--- src/rtl/pixel_iteration_controller.sv ---
// Escape-time iteration sequencer: feeds one pixel_calculator with z/c operands,
// tracks the iteration count and reports escape, cap or calculator-stall results.
module pixel_iteration_controller #(
  parameter int WIDTH      = 22,
  parameter int FRACTIONAL = 11,
  parameter int MAX_ITER   = 255,
  parameter int TIMEOUT    = 64
) (
  input  logic                    clk,
  input  logic                    rst,
  input  logic                    req_valid,
  output logic                    req_ready,
  input  logic signed [WIDTH-1:0] z0_real,
  input  logic signed [WIDTH-1:0] z0_imag,
  input  logic signed [WIDTH-1:0] c_real,
  input  logic signed [WIDTH-1:0] c_imag,
  output logic                    calc_start,
  output logic signed [WIDTH-1:0] z_real_out,
  output logic signed [WIDTH-1:0] z_imag_out,
  output logic signed [WIDTH-1:0] c_real_out,
  output logic signed [WIDTH-1:0] c_imag_out,
  output logic [7:0]              iteration_out,
  input  logic signed [WIDTH-1:0] z_real_in,
  input  logic signed [WIDTH-1:0] z_imag_in,
  input  logic signed [WIDTH-1:0] size_squared_in,
  input  logic                    calc_done,
  output logic                    result_valid,
  input  logic                    result_ready,
  output logic [7:0]              result_iter,
  output logic                    result_escaped,
  output logic                    result_error
);

  typedef enum logic [2:0] {IDLE, ISSUE, WAIT, CHECK, DONE} state_t;

  localparam int                      WD_W     = $clog2(TIMEOUT) + 1;
  localparam logic [WD_W-1:0]         WD_LAST  = WD_W'(TIMEOUT - 1);
  localparam logic [WD_W-1:0]         WD_ONE   = WD_W'(1);
  localparam logic [7:0]              ITER_CAP = 8'(MAX_ITER);
  localparam logic signed [WIDTH-1:0] ESC      = WIDTH'(4 << FRACTIONAL);

  // A negative |z|^2 can only come from calculator overflow, so it counts as escape.
  function automatic logic is_escape(input logic signed [WIDTH-1:0] s);
    return s[WIDTH-1] || (s > ESC);
  endfunction

  state_t                  state_q, state_d;
  logic signed [WIDTH-1:0] z_re_q, z_re_d, z_im_q, z_im_d;
  logic signed [WIDTH-1:0] c_re_q, c_re_d, c_im_q, c_im_d;
  logic signed [WIDTH-1:0] size_sq_q, size_sq_d;
  logic signed [WIDTH-1:0] zo_re_q, zo_re_d, zo_im_q, zo_im_d;
  logic [7:0]              iter_q, iter_d, it_out_q, it_out_d;
  logic [7:0]              res_iter_q, res_iter_d;
  logic                    res_esc_q, res_esc_d, res_err_q, res_err_d;
  logic [WD_W-1:0]         wdog_q, wdog_d;

  always_comb begin
    state_d    = state_q;
    z_re_d     = z_re_q;
    z_im_d     = z_im_q;
    c_re_d     = c_re_q;
    c_im_d     = c_im_q;
    size_sq_d  = size_sq_q;
    zo_re_d    = zo_re_q;
    zo_im_d    = zo_im_q;
    iter_d     = iter_q;
    it_out_d   = it_out_q;
    res_iter_d = res_iter_q;
    res_esc_d  = res_esc_q;
    res_err_d  = res_err_q;
    wdog_d     = wdog_q;
    case (state_q)
      IDLE: begin
        if (req_valid) begin
          z_re_d  = z0_real;
          z_im_d  = z0_imag;
          c_re_d  = c_real;
          c_im_d  = c_imag;
          iter_d  = 8'd0;
          wdog_d  = '0;
          state_d = ISSUE;
        end
      end
      ISSUE: begin
        wdog_d  = '0;
        state_d = WAIT;
      end
      WAIT: begin
        // calc_done takes priority over a watchdog expiring in the same cycle.
        if (calc_done) begin
          z_re_d    = z_real_in;
          z_im_d    = z_imag_in;
          size_sq_d = size_squared_in;
          iter_d    = iter_q + 8'd1;
          state_d   = CHECK;
        end else if (wdog_q == WD_LAST) begin
          res_iter_d = iter_q;
          res_esc_d  = 1'b0;
          res_err_d  = 1'b1;
          state_d    = DONE;
        end else begin
          wdog_d = wdog_q + WD_ONE;
        end
      end
      CHECK: begin
        if (is_escape(size_sq_q)) begin
          res_iter_d = iter_q;
          res_esc_d  = 1'b1;
          res_err_d  = 1'b0;
          state_d    = DONE;
        end else if (iter_q == ITER_CAP) begin
          res_iter_d = iter_q;
          res_esc_d  = 1'b0;
          res_err_d  = 1'b0;
          state_d    = DONE;
        end else begin
          state_d = ISSUE;
        end
      end
      DONE: begin
        if (result_ready) state_d = IDLE;
      end
      default: state_d = IDLE;
    endcase

    // Operand outputs only move when a new iteration is about to be issued.
    if (state_d == ISSUE) begin
      zo_re_d  = z_re_d;
      zo_im_d  = z_im_d;
      it_out_d = iter_d;
    end
  end

  always_ff @(posedge clk or posedge rst) begin
    if (rst) begin
      state_q    <= IDLE;
      z_re_q     <= '0;
      z_im_q     <= '0;
      c_re_q     <= '0;
      c_im_q     <= '0;
      size_sq_q  <= '0;
      zo_re_q    <= '0;
      zo_im_q    <= '0;
      iter_q     <= '0;
      it_out_q   <= '0;
      res_iter_q <= '0;
      res_esc_q  <= 1'b0;
      res_err_q  <= 1'b0;
      wdog_q     <= '0;
    end else begin
      state_q    <= state_d;
      z_re_q     <= z_re_d;
      z_im_q     <= z_im_d;
      c_re_q     <= c_re_d;
      c_im_q     <= c_im_d;
      size_sq_q  <= size_sq_d;
      zo_re_q    <= zo_re_d;
      zo_im_q    <= zo_im_d;
      iter_q     <= iter_d;
      it_out_q   <= it_out_d;
      res_iter_q <= res_iter_d;
      res_esc_q  <= res_esc_d;
      res_err_q  <= res_err_d;
      wdog_q     <= wdog_d;
    end
  end

  assign req_ready      = (state_q == IDLE);
  assign calc_start     = (state_q == ISSUE);
  assign result_valid   = (state_q == DONE);
  assign z_real_out     = zo_re_q;
  assign z_imag_out     = zo_im_q;
  assign c_real_out     = c_re_q;
  assign c_imag_out     = c_im_q;
  assign iteration_out  = it_out_q;
  assign result_iter    = res_iter_q;
  assign result_escaped = res_esc_q;
  assign result_error   = res_err_q;

endmodule

--- config.mk ---
export PLATFORM = sky130hd
export DESIGN_NAME = pixel_iteration_controller
export DESIGN_NICKNAME = d
export VERILOG_FILES = /design/src/rtl/pixel_iteration_controller.sv
export SDC_FILE = /design/constraint.sdc
export NUM_CORES = 1
export LEC_CHECK = 0
export BUFFER_PORTS_ARGS = -buffer_cell sky130_fd_sc_hd__buf_2
export CAP_MARGIN = 30
export CORE_MARGIN = 2
export CORE_UTILIZATION = 40
export CTS_CLUSTER_SIZE = 16
export DETAILED_ROUTE_END_ITERATION = 8
export PLACE_DENSITY = 0.64
export SLEW_MARGIN = 20
export SYNTH_ARGS = -nofsm -noshare
export SYNTH_HDL_FRONTEND = slang
export SYNTH_SLANG_ARGS = --single-unit
--- constraint.sdc ---
create_clock -name clk -period 11 [get_ports clk]
set_clock_uncertainty 0.2 [all_clocks]
set_input_delay 1.1 -clock clk [delete_from_list [all_inputs] [get_ports clk]]
set_output_delay 1.1 -clock clk [all_outputs]
set_load 0.005 [all_outputs]
==> results.ini <==
[hold_path]
hold_start=z_re_q[9]$_DFF_PP0_
hold_depth=2
holdPathEnd=z_re_q[9]$_DFF_PP0_
hold_class=reg2reg

[critical_path]
critical-path-top-delay-family=compound AO/OA/AOI/OAI gates
r2r_slack_ns=7.89
endpoint_kind=flop
arrival_ns=3.24
crit_buf_inv=2
worstPathMaxFanout=47
path_cells=buf_2 > o41ai_1 > o21ai_0 > a21oi_4 > buf_4 > mux2_2
cp-start-kind=input pin
worst_path_max_delay_cell=buf_4
worstRegToRegCells=6
r2r-end=z_imag_out[20]$_DFFE_PP0N_
crit_type=in2reg
max_stage_delay_ns=0.60
cp.required_ns=11.10
worstReg2RegStart=size_sq_q[16]$_DFFE_PP0P_

[power]
ir_worst_vdd_mv=0.130
power.density_nw_per_um2=278
p_leak_nw=4.96
finalPower_w=0.00272

[clocking]
cts_htree_levels=4
clock_latency_ns=0.42
cts.clk_slew.worst_paths_ns=0.07
clockRootBuffer=clkbuf_16
hold_buffers=0
post_cts_resized=0
clock-sinks=190
clockBufferDepth=2
postCtsSetupBuffers=0
cts_tree=done
cts_buffers=17

[global_route]
antenna_found_initial=0
grt_pass1_wl_mm=28.5
grt_overflow_total=0
grt.total_usage_pct=18.0
first_global_vias=5602
grt_max_degree=112

[sta]
hold_ws_ns=0.259
slew_headroom_pct=46.2
worst_slack_ns=7.86
grt_setup_unrepaired=no
max_clock_freq_ghz=0.318
final_hold_viol_count=0
setup_tns_ns=0
layout_min_cycle_time_ns=3.14
setup_viol=0
slew_violations=0
tightest_slew_ns=0.807
timing.final.crit_share_pct=28.6

[logic_synthesis]
netlist_instances=588
seq_area_frac_synth_pct=62.1
postSynth.asyncResetShare_pct=100
synth_top_area_share_pct=62.1
synth_area_per_cell_sq_um=13.0
synth.cell_area_sq_um=7660
syn-num-nets=749
synth.ff_latch_count=190
ys_top_cells_by_count=dfrtp_1, mux2_2, nand2_1
synth_top_area_cell=dfrtp_1
synth_cell_types=42
ys.flop_type=dfrtp_1
synth_edf_count=0
yosys-top-cells-area=dfrtp_1, mux2_2, nand2_1
yosysWarnings=0
yosysMostFrequentCell=dfrtp_1

[placed_design]
dpl.cell_count=1063
numPortBuffers=267
pre_cts_ws_ns=7.40
hpwl_mm=12.5
gp_congestion=0.799

[detailed_routing]
routed_wl_mm=17.9
num_vias=5503
drtPass1Iterations=5
viasPerCell=5.03
post-route-drc-count=0
ant_nets=0
drtIter0Drc=232
wire_per_inst_um=16.4

[floorplan]
die_area_sq_um=20300
die_w_um=142
start_util_pct=40.8
core_sq_um=18800
core.rowCount=50
pin_count=268
fp.dieH_um=142

[final_layout]
final_cells=1095
antennaDiodeCount=0
layout-drive-gt1-share_pct=49.8
nets=1009
syn_to_final_growth_pct=27.6

[status]
outcome=completed

[flow_run]
max_cap_viol_count=0

worst register-to-register path: stages, from the launching register on:
cell and delay [ns]:
dfrtp_1 0.38, or4_1 0.58, a211oi_2 0.28, nand3b_1 0.20, a21oi_4 0.31, buf_4 0.60
mux2_2 0.44
per-layer routing:
metal / up-vias / track usage (%) / part of all wire (%) / wire, um
met1: 2713 / 23.4 / 44 / 7940
met5: - / 0 / 0 / 0
met2: 176 / 30.4 / 49 / 8850
li1: 2604 / - / - / -
met3: 10 / 4.07 / 5.5 / 991
met4: 0 / 5.47 / 0.81 / 145
cells in the final DEF (no fill, tap or decap), types with 5 or more instances in the layout:
cell / netlist / layout
inv_1: 6 / 5
mux2_2: 116 / 116
buf_2: 14 / 267
dfrtp_1: 190 / 190
o21ai_0: 15 / 15
a22oi_1: 43 / 43
nand3_1: 6 / 6
mux2_1: 10 / 10
buf_4: 0 / 6
nor3_1: 5 / 5
nor2_1: 13 / 13
clkbuf_16: 0 / 17
nand2_1: 100 / 100
how the worst max path moves through the flow:
stage                                    startpoint                    endpoint  slack (ns)  depth (start not counted)
final                                     calc_done  z_imag_out[20]$_DFFE_PP0N_        7.86                          6
after global routing      size_sq_q[16]$_DFFE_PP0P_  z_imag_out[16]$_DFFE_PP0N_        7.68                          6
after CTS                 size_sq_q[16]$_DFFE_PP0P_  z_imag_out[20]$_DFFE_PP0N_        7.84                          6
after detailed placement                  calc_done  z_imag_out[19]$_DFFE_PP0N_        7.40                          6
after global placement                    calc_done  z_imag_out[12]$_DFFE_PP0N_        7.44                          6
after floorplan                                 rst   c_imag_out[0]$_DFFE_PP0P_        4.53                          1
kinds of logic after synthesis:
logic type | share of synthesized area, %
xor gates and xnor gates | 0.343
buffers and inverters | 2.63
adders and majority gates | 0.327
AOI/OAI and AO/OA | 7.81
DFF | 62.1
muxes | 18.6
and+or+nand+nor | 8.20
area by class of cell:
class	instances	area [sq um]
Multi-Input combinational cell	359	2720
Sequential cell	190	4750
Clock buffer	18	439
Timing Repair Buffer	274	1410
Inverter	6	30.0
Tap cell	234	293
Clock inverter	14	129
Fill cell	1692	8990
through the flow:
stage	util, %	cell area, sq um
finish	52.1	9780
global route	52.1	9780
CTS	52.1	9780
detailed placement	49.1	9210
global placement	48.9	9180
floorplan	-	7660
registers in the layout, indices dropped and copies added, names as in the netlist:
name,cells
iter_q,8
result_error,1
state_q,3
z_imag_out,22
c_imag_out,22
size_sq_q,22
z_re_q,22
z_real_out,22
result_iter,8
iteration_out,8
result_escaped,1
c_real_out,22
wdog_q,7
z_im_q,22
report_power, final:
part | internal, W | leakage, nW | switching [W]
clock network | 0.000304 | 0.283 | 0.000283
logic | 0.000503 | 2.29 | 0.000502
registers | 0.000993 | 2.38 | 0.000136
total | 0.00180 | 4.96 | 0.000921
(Power assumes the default switching activity.)
